## src/rtl/wb_arb_2m_sdr.sv

```systemverilog
// Two-master Wishbone B3 round-robin arbiter in front of the SDRAM controller slave port.
// The grant is held for the whole cyc so bursts reach the slave unbroken; a watchdog ends hung cycles with err.
module wb_arb_2m_sdr #(
  parameter int adr_width = 24,
  parameter int to_length = 8,
  parameter int to_limit  = 200
) (
  input  logic                 clk,
  input  logic                 rst_n,
  input  logic [31:0]          m0_dat_i,
  input  logic [adr_width-1:0] m0_adr_i,
  input  logic [3:0]           m0_sel_i,
  input  logic [2:0]           m0_cti_i,
  input  logic [1:0]           m0_bte_i,
  input  logic                 m0_we_i,
  input  logic                 m0_cyc_i,
  input  logic                 m0_stb_i,
  output logic                 m0_ack_o,
  output logic                 m0_err_o,
  input  logic [31:0]          m1_dat_i,
  input  logic [adr_width-1:0] m1_adr_i,
  input  logic [3:0]           m1_sel_i,
  input  logic [2:0]           m1_cti_i,
  input  logic [1:0]           m1_bte_i,
  input  logic                 m1_we_i,
  input  logic                 m1_cyc_i,
  input  logic                 m1_stb_i,
  output logic                 m1_ack_o,
  output logic                 m1_err_o,
  output logic [31:0]          m_dat_o,
  output logic [31:0]          s_dat_o,
  output logic [adr_width-1:0] s_adr_o,
  output logic [3:0]           s_sel_o,
  output logic [2:0]           s_cti_o,
  output logic [1:0]           s_bte_o,
  output logic                 s_we_o,
  output logic                 s_cyc_o,
  output logic                 s_stb_o,
  input  logic [31:0]          s_dat_i,
  input  logic                 s_ack_i
);

  typedef enum logic [1:0] {IDLE, GNT0, GNT1} state_t;

  localparam logic [to_length-1:0] wd_limit = to_length'(to_limit);

  state_t               state, state_nxt;
  logic                 prio;
  logic                 lock0, lock1;
  logic [to_length-1:0] wd_cnt;
  logic                 req0, req1, stalled, timeout;

  // A master that was timed out stays locked out until it drops cyc.
  assign req0    = m0_cyc_i & ~lock0;
  assign req1    = m1_cyc_i & ~lock1;
  assign stalled = (state != IDLE) & s_stb_o & ~s_ack_i;
  assign timeout = stalled & (wd_cnt == wd_limit);

  // NOTE: sequential state uses non-blocking assignments and an async active-low reset,
  // so every register updates from the same pre-edge values.
  always_ff @(posedge clk or negedge rst_n) begin
    if (!rst_n) begin
      state <= IDLE;
      prio  <= 1'b0;
    end else begin
      state <= state_nxt;
      if (state_nxt == GNT0 && state != GNT0)
        prio <= 1'b1;
      else if (state_nxt == GNT1 && state != GNT1)
        prio <= 1'b0;
    end
  end

  // NOTE: every signal gets a default before the case, so no latch is inferred.
  always_comb begin
    state_nxt = state;
    case (state)
      IDLE: begin
        if (req0 && (!req1 || !prio)) state_nxt = GNT0;
        else if (req1)                state_nxt = GNT1;
      end
      GNT0: begin
        if (timeout)        state_nxt = IDLE;
        else if (!m0_cyc_i) state_nxt = req1 ? GNT1 : IDLE;
      end
      GNT1: begin
        if (timeout)        state_nxt = IDLE;
        else if (!m1_cyc_i) state_nxt = req0 ? GNT0 : IDLE;
      end
      default: state_nxt = IDLE;
    endcase
  end

  always_comb begin
    s_dat_o = '0;
    s_adr_o = '0;
    s_sel_o = '0;
    s_cti_o = '0;
    s_bte_o = '0;
    s_we_o  = 1'b0;
    s_cyc_o = 1'b0;
    s_stb_o = 1'b0;
    case (state)
      GNT0: begin
        s_dat_o = m0_dat_i;
        s_adr_o = m0_adr_i;
        s_sel_o = m0_sel_i;
        s_cti_o = m0_cti_i;
        s_bte_o = m0_bte_i;
        s_we_o  = m0_we_i;
        s_cyc_o = m0_cyc_i;
        s_stb_o = m0_stb_i & m0_cyc_i;
      end
      GNT1: begin
        s_dat_o = m1_dat_i;
        s_adr_o = m1_adr_i;
        s_sel_o = m1_sel_i;
        s_cti_o = m1_cti_i;
        s_bte_o = m1_bte_i;
        s_we_o  = m1_we_i;
        s_cyc_o = m1_cyc_i;
        s_stb_o = m1_stb_i & m1_cyc_i;
      end
      default: ;
    endcase
  end

  // Termination goes straight through; timeout already excludes an ack in the same cycle.
  assign m0_ack_o = s_ack_i & (state == GNT0) & m0_cyc_i;
  assign m1_ack_o = s_ack_i & (state == GNT1) & m1_cyc_i;
  assign m0_err_o = timeout & (state == GNT0);
  assign m1_err_o = timeout & (state == GNT1);
  assign m_dat_o  = s_dat_i;

  always_ff @(posedge clk or negedge rst_n) begin
    if (!rst_n) begin
      wd_cnt <= '0;
      lock0  <= 1'b0;
      lock1  <= 1'b0;
    end else begin
      if (!stalled || timeout)    wd_cnt <= '0;
      else if (wd_cnt != wd_limit) wd_cnt <= wd_cnt + to_length'(1);
      if (m0_err_o)       lock0 <= 1'b1;
      else if (!m0_cyc_i) lock0 <= 1'b0;
      if (m1_err_o)       lock1 <= 1'b1;
      else if (!m1_cyc_i) lock1 <= 1'b0;
    end
  end

endmodule

```

## config.mk

```make
export PLATFORM = sky130hd
export DESIGN_NAME = wb_arb_2m_sdr
export DESIGN_NICKNAME = d
export VERILOG_FILES = /design/src/rtl/wb_arb_2m_sdr.sv
export SDC_FILE = /design/constraint.sdc
export NUM_CORES = 1
export LEC_CHECK = 0
export CELL_PAD_IN_SITES_DETAIL_PLACEMENT = 1
export CELL_PAD_IN_SITES_GLOBAL_PLACEMENT = 2
export CORE_ASPECT_RATIO = 1.75
export CORE_UTILIZATION = 12
export DETAILED_ROUTE_END_ITERATION = 10
export HOLD_SLACK_MARGIN = 0.03
export PLACE_DENSITY_LB_ADDON = 0.1
export SLEW_MARGIN = 40
export SYNTH_ARGS = -nofsm -noshare
export SYNTH_HDL_FRONTEND = slang
export SYNTH_SLANG_ARGS = --single-unit
```

## constraint.sdc

```tcl
create_clock -name clk -period 2.8 [get_ports clk]
set_clock_uncertainty 0.1 [all_clocks]
set_input_delay 0.28 -clock clk [delete_from_list [all_inputs] [get_ports clk]]
set_output_delay 0.28 -clock clk [all_outputs]
set_load 0.1 [all_outputs]
```

==> summary.md <==
| Metric | Value |
|---|---|
| Seq cells post-synth | 13 |
| Slew @ Worst Pin | 0.468 ns |
| Internal power | 2560 uW |
| # diodes | 0 |
| Slew Limit Fails | 0 |
| H-tree Lvls | 1 |
| CP max stage cell | dfrtp_1 |
| # fillers | 1933 |
| Vias | 2760 |
| Seq/Total Area, Yosys | 0.158 |
| Drt wl/cell | 18.3 microns |
| Number of synthesized flops with an enable pin | 0 |
| Arr. time, crit path | 2.06 ns |
| Worst Setup Start Kind | flip-flop |
| Vias in the first global route | 3060 |
| Post-Syn Nets | 449 |
| CTS tree | built |
| Flop pwr share | 0.037 |
| Fin util | 0.305 |
| FP Rows | 63 |
| I/O pins | 275 |
| Drt first pass iters | 4 |
| Min-delay worst type | input port to asynchronous set/reset pin |
| Post-route ant nets | 0 |
| CTS max path bufs | 2 |
| CTS resizes | 0 |
| Synth Cell Area | 2060 sq um |
| Maximum vdd ir drop | 0.000586 V |
| Area Growth Syn to Fin | 150% |
| Status | complete, no violations |
| Share of cells above drive strength 1 | 0.359 |
| Final WL | 12.2 mm |
| Net Sw Frac | 0.599 |
| GRT Total Usage | 0.138 |
| Syn. warnings | 0 |
| Power Density | 1240 nW/um^2 |
| Core ar. | 16900 sq um |
| Tot Pwr | 6380 uW |
| # nets final | 618 |
| Clk network pwr share | 0.043 |
| NetSw | 3830 uW |
| Total die area | 17700 sq um |
| Syn_area_per_cell | 7.57 sq um |
| Main synth FF type | dfrtp_1 |
| Slew headroom | 0.688 |
| Worst-path fanout max | 5 |
| Root Driver | clkbuf_16 |
| CP startpoint | state[1] |
| Syn Inst Count | 272 |
| Crit path largest cell delay | 0.42 ns |
| Clock transition at path regs | 0.05 ns |
| Largest net degree at the start of global routing | 50 |
| Clock latency at the later pin of the worst-skew pair | 0.24 ns |
| Gr ovfl total | 0 |
| Distinct cells, synth | 37 |
| Leakage | 0.00189 uW |
| Combinational Power Share | 0.920 |
| 1st-iter DRT viols | 83 |
| TritonCTS Buffers | 3 |
| Clock Sinks | 13 |
| Fin. Hold Viols | 0 |
| Setup TNS | 0 ns |
| Chip height | 175 microns |
| # Max-Cap Violations | 0 |
| Input/output buffers | 210 |
| Gpl congestion | 0.793 |
| Peak Freq | 410 MHz |
| Req. time, crit path | 2.42 ns |
| Width of the die | 101 microns |
| Setup crit end kind | output port |
| Post-DP HPWL | 9.93 mm |
| WHS | 0.384 ns |
| First-pass GRT wire length | 18.2 mm |
| Via/cell ratio | 4.14 |
| CP Cell Sequence | inv_1, ha_2, and4_4, o2111a_1, and2_1, buf_12 |
| Final Setup Violations | 0 |
| Critical path class | flip-flop to output port |
| RSZ-0062 raised after global routing | false |
| Tcrit/Tclk final | 0.871 |
| Fin crit period | 2.44 ns |
| Worst R2R Start | state[0] |
| DRC errors left | 0 |
| Reg area | 325 sq um |
| Ys async rst share | 1.00 |
| Area of the multi-input gates | 1540 sq um |
| Initial antenna violation count | 0 |
| Starting Density | 0.122 |
## cell usage after synthesis (2+ instances only)
cell | number | area (sq um)
and2_1 | 4 | 25.0
inv_1 | 7 | 26.3
nand3_1 | 8 | 40.0
o21a_1 | 2 | 15.0
ha_1 | 6 | 75.1
a22oi_1 | 66 | 495
buf_4 | 32 | 240
a21o_1 | 2 | 15.0
buf_1 | 2 | 7.51
nand2_1 | 3 | 11.3
dfrtp_1 | 13 | 325
nor2_1 | 10 | 37.5
clkbuf_1 | 18 | 67.6
and3_1 | 5 | 31.3
buf_2 | 2 | 10.0
nor2b_1 | 67 | 419
xor2_1 | 5 | 43.8
## area by class of cell
type | instances | area share
timing repair buffer | 219 | 0.561
multi-input combinational | 197 | 0.300
sequential | 13 | 0.0632
tap | 227 | 0.0552
clock buffer | 4 | 0.0153
inverter | 7 | 0.00511
## placed cells by master (no fill, tap or decap), types with 2 or more instances in the layout
| master | count |
|---|---|
| a21o_1 | 2 |
| a22oi_1 | 66 |
| and2_1 | 4 |
| and3_1 | 5 |
| buf_12 | 72 |
| buf_4 | 8 |
| clkbuf_16 | 3 |
| clkdlybuf4s50_1 | 137 |
| dfrtp_1 | 13 |
| ha_1 | 3 |
| ha_2 | 3 |
| inv_1 | 7 |
| nand2_1 | 3 |
| nand3_1 | 8 |
| nor2_1 | 10 |
| nor2b_2 | 66 |
| o21a_1 | 2 |
| xor2_1 | 5 |
## power groups by stage
| stage | clock network (uW) | registers (uW) | logic (uW) |
|---|---|---|---|
| global route | 297 | 240 | 6110 |
| detailed placement | 0 | 238 | 5960 |
| floorplan | 0 | 229 | 4000 |
| global placement | 0 | 237 | 5940 |
| CTS | 288 | 236 | 5970 |
| finish | 276 | 235 | 5870 |
## registers in the layout, indices dropped and copies added (netlist names)
signal,count
wd_cnt,8
state,2
lock0,1
lock1,1
prio,1
## final timing paths
check,end,slack (ns),cells after the start
max,m0_err_o,0.36,6
min,prio,0.38,2
max reg2reg,prio,0.62,8
min reg2reg,lock1,0.42,1
max in group asynchronous,lock1,1.94,2
min in group clk,lock1,0.42,1
## layer usage
layer  track usage  wire length (microns)  up-vias
met5             0                      0        -
li1              -                      -     1277
met3        0.0382                    912       24
met1         0.117                   3490     1340
met2         0.293                   7480      119
met4        0.0411                    293        0
## worst max-delay path, delay by kind of cell (launching register included)
| kind | cells | cell delay [ns] |
|---|---|---|
| simple gates | 2 | 0.44 |
| flops | 1 | 0.42 |
| fa+ha+maj | 1 | 0.38 |
| buf+inv | 2 | 0.30 |
| compound gates | 1 | 0.28 |
## stage by stage
stage	instance area, sq um	std cells	setup slack, ns
2_1_floorplan	2220	272	0.253
3_5_place_dp	5060	662	0.546
6_report	5150	667	0.361
5_1_grt	5150	667	0.231
4_1_cts	5140	666	0.341
3_3_place_gp	5060	662	0.496
## what timing repair did
| item | in CTS | in global routing |
|---|---|---|
| setup endpoints to repair | 0 | 0 |
| endpoints found under the hold margin | 0 | 13 |
| hold buffers | 0 | 1 |
| setup buffers | 0 | 0 |
## cell families after synthesis
kind of cell,share of synthesized area
compound gates,0.300
xor+xnor,0.0255
fa+ha+maj,0.0365
buf+inv,0.176
flops,0.158
simple gates,0.304
Power figures use the tool's default switching activity.
